===== config.mk =====
export PLATFORM = sky130hd
export DESIGN_NAME = muldiv_ctrl
export DESIGN_NICKNAME = d
export VERILOG_FILES = /design/src/rtl/muldiv_ctrl.sv
export SDC_FILE = /design/constraint.sdc
export NUM_CORES = 1
export LEC_CHECK = 0
export BUFFER_PORTS_ARGS = -buffer_cell sky130_fd_sc_hd__buf_2
export CORE_MARGIN = 3
export CORE_UTILIZATION = 37
export DETAILED_ROUTE_END_ITERATION = 12
export PLACE_DENSITY = 0.54
export SLEW_MARGIN = 20
export SYNTH_ARGS = -nofsm -noshare
export SYNTH_HDL_FRONTEND = slang
export SYNTH_SLANG_ARGS = --single-unit

===== constraint.sdc =====
create_clock -name clk -period 3.5 [get_ports clk]
set_input_delay 0.35 -clock clk [delete_from_list [all_inputs] [get_ports clk]]
set_output_delay 0.35 -clock clk [all_outputs]
set_load 0.02 [all_outputs]

===== src/rtl/muldiv_ctrl.sv =====
// Multi-cycle MULT/MULTU/DIV/DIVU sequencer that owns the architectural HI/LO pair.
// Uses radix-2 shift-add multiply and restoring divide over WIDTH iterations, then a sign-fix cycle.
module muldiv_ctrl #(
  parameter int WIDTH = 32
) (
  input  logic             clk,
  input  logic             rst,
  input  logic             start,
  input  logic [1:0]       op,
  input  logic [WIDTH-1:0] opa,
  input  logic [WIDTH-1:0] opb,
  input  logic             flush,
  input  logic             hi_we,
  input  logic             lo_we,
  input  logic [WIDTH-1:0] wdata,
  output logic [WIDTH-1:0] hi,
  output logic [WIDTH-1:0] lo,
  output logic             busy,
  output logic             stall,
  output logic             done
);
  localparam int CW = $clog2(WIDTH);

  typedef enum logic [1:0] {IDLE, CALC, FIX} state_t;
  state_t state, state_nx;

  logic               div_q, sa_q, sb_q, dz_q;
  logic [WIDTH-1:0]   a_q, b_q;
  logic [2*WIDTH-1:0] acc;
  logic [CW-1:0]      cnt;

  logic               accept, sgn, last;
  logic [WIDTH-1:0]   abs_a, abs_b;
  logic [WIDTH:0]     sum, trial;
  logic [2*WIDTH-1:0] mul_nx, div_nx, prod;
  logic [WIDTH-1:0]   q_fix, r_fix;

  // op[0]=0 selects the signed forms; op[1]=1 selects divide.
  assign sgn    = ~op[0];
  assign accept = (state == IDLE) & start & ~flush;
  assign abs_a  = (sgn & opa[WIDTH-1]) ? -opa : opa;
  assign abs_b  = (sgn & opb[WIDTH-1]) ? -opb : opb;
  assign last   = (cnt == CW'(WIDTH-1));

  assign busy  = (state != IDLE);
  assign stall = busy | (start & ~flush);

  // a_q is the multiplicand or divisor; acc holds {upper,lower} or {rem,quot}.
  assign sum    = {1'b0, acc[2*WIDTH-1:WIDTH]} + {1'b0, a_q};
  assign trial  = acc[2*WIDTH-1:WIDTH-1] - {1'b0, a_q};
  assign mul_nx = b_q[0] ? {sum, acc[WIDTH-1:1]} : {1'b0, acc[2*WIDTH-1:1]};
  assign div_nx = trial[WIDTH] ? {acc[2*WIDTH-2:0], 1'b0}
                               : {trial[WIDTH-1:0], acc[WIDTH-2:0], 1'b1};

  assign prod  = (sa_q ^ sb_q) ? -acc : acc;
  assign q_fix = (sa_q ^ sb_q) ? -acc[WIDTH-1:0] : acc[WIDTH-1:0];
  assign r_fix = sa_q ? -acc[2*WIDTH-1:WIDTH] : acc[2*WIDTH-1:WIDTH];

  always_ff @(posedge clk) begin
    if (rst) state <= IDLE;
    else     state <= state_nx;
  end

  always_comb begin
    state_nx = state;
    case (state)
      IDLE: if (accept) state_nx = (op[1] && opb == '0) ? FIX : CALC;
      CALC: if (last) state_nx = FIX;
      FIX:  state_nx = IDLE;
      default: state_nx = IDLE;
    endcase
    if (flush) state_nx = IDLE;
  end

  always_ff @(posedge clk) begin
    if (rst) begin
      hi    <= '0;
      lo    <= '0;
      done  <= 1'b0;
      cnt   <= '0;
      acc   <= '0;
      a_q   <= '0;
      b_q   <= '0;
      div_q <= 1'b0;
      sa_q  <= 1'b0;
      sb_q  <= 1'b0;
      dz_q  <= 1'b0;
    end else begin
      done <= 1'b0;
      if (accept) begin
        div_q <= op[1];
        sa_q  <= sgn & opa[WIDTH-1];
        sb_q  <= sgn & opb[WIDTH-1];
        dz_q  <= op[1] & (opb == '0);
        a_q   <= op[1] ? abs_b : abs_a;
        b_q   <= abs_b;
        acc   <= op[1] ? {{WIDTH{1'b0}}, abs_a} : '0;
        cnt   <= '0;
      end else if (state == IDLE && !start) begin
        if (hi_we) hi <= wdata;
        if (lo_we) lo <= wdata;
      end else if (state == CALC && !flush) begin
        acc <= div_q ? div_nx : mul_nx;
        b_q <= b_q >> 1;
        cnt <= cnt + 1'b1;
      end else if (state == FIX && !flush) begin
        done <= 1'b1;
        if (!dz_q) begin
          if (div_q) begin
            lo <= q_fix;
            hi <= r_fix;
          end else begin
            {hi, lo} <= prod;
          end
        end
      end
    end
  end
endmodule

==> run_results.csv <==
group,metric,value,unit
synth,ys_types,84,
critical_path,path_max_fanout,7,
critical_path,worstPathArrival,3.84,ns
run_status,status,"complete, no violations",
grt,grt_max_degree,80,
grt,grt_pass1_vias,16169,
synth,synth_top_area_frac,0.254,
clock_network,holdBufCountCts,0,
timing,tightest_slew,1.07,ns
grt,overflow,0,
synth,synth-seq-cells,204,
synth,syn_area,16100,sq um
routing,wl_per_cell,22.3,um
placed_design,preCtsSetupSlack,0.0711,ns
synth,syn-num-nets,2363,
floorplan,core_area,42400,sq um
floorplan,die_w,214,um
timing,period_needed,3.35,ns
timing,whs,0.108,ns
power,p_leak,7.58,nW
critical_path,end_kind,"register",
placed_design,io_buffers,170,
floorplan,die_area,46000,sq um
power,p_per_area,375,nW/um^2
floorplan,start_util,0.379,
routing,firstDrtPassIters,5,
flow_run,max_cap_violations,0,
timing,setup_slack,0.152,ns
floorplan,fp.dieH,214,um
critical_path,start_kind,"register",
routing,drtAntennaViolNets,0,
grt,grtUsageTotal,0.269,
synth,synth_edf_count,0,
routing,routed_via_density,5.97,
floorplan,rows,75,
layout,fin_nets,2503,
clock_network,numClockSinks,204,
timing,drv_slew,0,
placed_design,hpwl,50000,um
placed_design,gp_congestion,0.985,
synth,synthArstFlopShare,0,
timing,max_freq,0.299,GHz
clock_network,cts_buffers,25,
routing,num_vias,17443,
grt,antenna_found_initial,2,
routing,drt-total-wl,65200,um
layout,final_cell_mix,"272 x a21oi_1, 243 x nor2_1, 224 x nand2_1",
synth,synth_area_leaders,"dfxtp_1 25%, a21oi_1 8.5%, nor2_1 5.7%, ha_1 5.4%, nand2_1 5.2%",
grt,grt_pass1_wl,98200,um
timing,maxSlewHeadroom,0.278,
routing,drt_iter0_drc,1937,
clock_network,cts_max_level,1,
layout,final_common_cell,"a21oi_1",
synth,yosysSeqAreaShare,0.254,
routing,drc,0,
timing,post-route-period-util,0.956,
layout,drive_above_1_share,0.162,
clock_network,path_clk_slew,0.06,ns
min_path,min_path_type,"in2reg",
timing,setup_viol,0,
synth,ys_warn_count,0,
layout,regArea,4090,sq um
layout,multi_input_area,11200,sq um
critical_path,path_class,"reg2reg",
synth,ys_dominant_reg_cell,"dfxtp_1",
layout,area_growth,16.3,%
clock_network,worstSkewPairLatency,0.55,ns
synth,syn_inst,2187,
clock_network,root_buffer,"clkbuf_16",
timing,hold_viol_final,0,
clock_network,clockBufferDepth,3,
timing,skew,0.0252,ns
layout,num-fill-cells,4389,
synth,yosys.area.top_type,"dfxtp_1",
floorplan,io_pins,171,
critical_path,worstPathRequired,3.99,ns
synth,synth.avg_cell_area,7.35,sq um
clock_network,cts_tree,"built",
power,ir_drop,0.304,mV
[critical path, stage by stage, from the launching register on]
cell	delay, ns
dfxtp_1	0.53
ha_1	0.36
a21oi_1	0.25
o21ai_0	0.16
o21a_1	0.21
a221oi_2	0.37
o21ai_1	0.26
a2111o_1	0.43
and4_1	0.20
o31ai_1	0.29
o2111a_1	0.24
[timing repair]
item | in CTS | in global routing
buffers inserted | 0 | 0
endpoints found under the setup margin | 0 | 10
gates resized for setup | 0 | 12
hold endpoints to repair | 0 | 0
[metrics by stage]
step           total power [mW]  instances  area [sq um]  setup TNS, ns  utilization
6_report                   7.01       2923         18700              0        0.441
5_1_grt                    7.31       2921         18700        -0.0159        0.441
4_1_cts                    7.00       2921         18600              0        0.440
3_5_place_dp               4.49       2877         17900              0        0.422
3_3_place_gp               4.49       2877         17900              0        0.422
2_1_floorplan              3.81       2187         16100              0            -
[synth_stat cells, drive strengths merged, types with 5 or more instances]
cell / count
a21oi: 272
nor2: 245
nand2: 225
dfxtp: 204
clkbuf: 136
o21ai: 116
xnor2: 96
a211oi: 78
ha: 70
xor2: 65
nor3: 62
inv: 60
mux2i: 43
a21o: 38
o211ai: 34
buf: 30
and3: 27
a31oi: 25
nand3: 25
nor4: 25
o31ai: 25
nor2b: 21
a311oi: 19
or3: 19
a211o: 15
nand2b: 15
nand4: 15
or4: 15
o21a: 14
o41ai: 14
mux2: 12
a221oi: 11
a31o: 10
and2: 9
nor3b: 9
a2111oi: 8
nand3b: 6
o31a: 6
or2: 6
a22oi: 5
a32o: 5
o22ai: 5
[metal layers]
metal | global-route usage | up-vias | wire (um) | part of all wire
met5 | 0 | - | 0 | 0
met4 | 0.0841 | 0 | 2250 | 0.034
met3 | 0.0340 | 123 | 5050 | 0.077
met2 | 0.411 | 810 | 28000 | 0.43
met1 | 0.392 | 8291 | 29900 | 0.46
li1 | - | 8219 | - | -
[cell families (layout without fill, tap and decap cells)]
family	Yosys count	after routing	synth area share
DFF	204	204	0.254
and+or+nand+nor	736	736	0.218
muxes	55	55	0.0352
buffers and inverters	227	384	0.0545
adders and majority gates	72	72	0.0569
xor gates and xnor gates	161	161	0.0877
AOI/OAI and AO/OA	732	732	0.293
other	0	2	0
[power by group]
group | internal (mW) | switching (mW) | leakage (nW)
clock network | 1.42 | 1.09 | 0.367
registers | 2.44 | 0.133 | 1.67
logic | 0.704 | 1.23 | 5.55
[final timing paths]
check,to,startpoint,cells past startpoint,slack [ns]
setup / recovery,acc[61],acc[37],10,0.15
hold / removal,hi[22],wdata[22],3,0.11
setup reg to reg,acc[61],acc[37],10,0.15
hold reg to reg,hi[31],hi[31],2,0.45
[flip-flops by register name, indices dropped and copies added, names as in the netlist]
signal  cells
acc        64
a_q        32
b_q        32
hi         32
lo         32
cnt         5
state       2
div_q       1
done        1
dz_q        1
sa_q        1
sb_q        1
[cell type report]
type / count / area share
Clock inverter: 5 / 0.00161
Timing Repair Buffer: 279 / 0.0916
Sequential cell: 204 / 0.219
Inverter: 61 / 0.0122
Tap cell: 577 / 0.0386
Clock buffer: 39 / 0.0389
Multi-Input combinational cell: 1756 / 0.598
Antenna cell: 2 / 0.000268
Note: power is estimated with default switching activity, not from simulation.
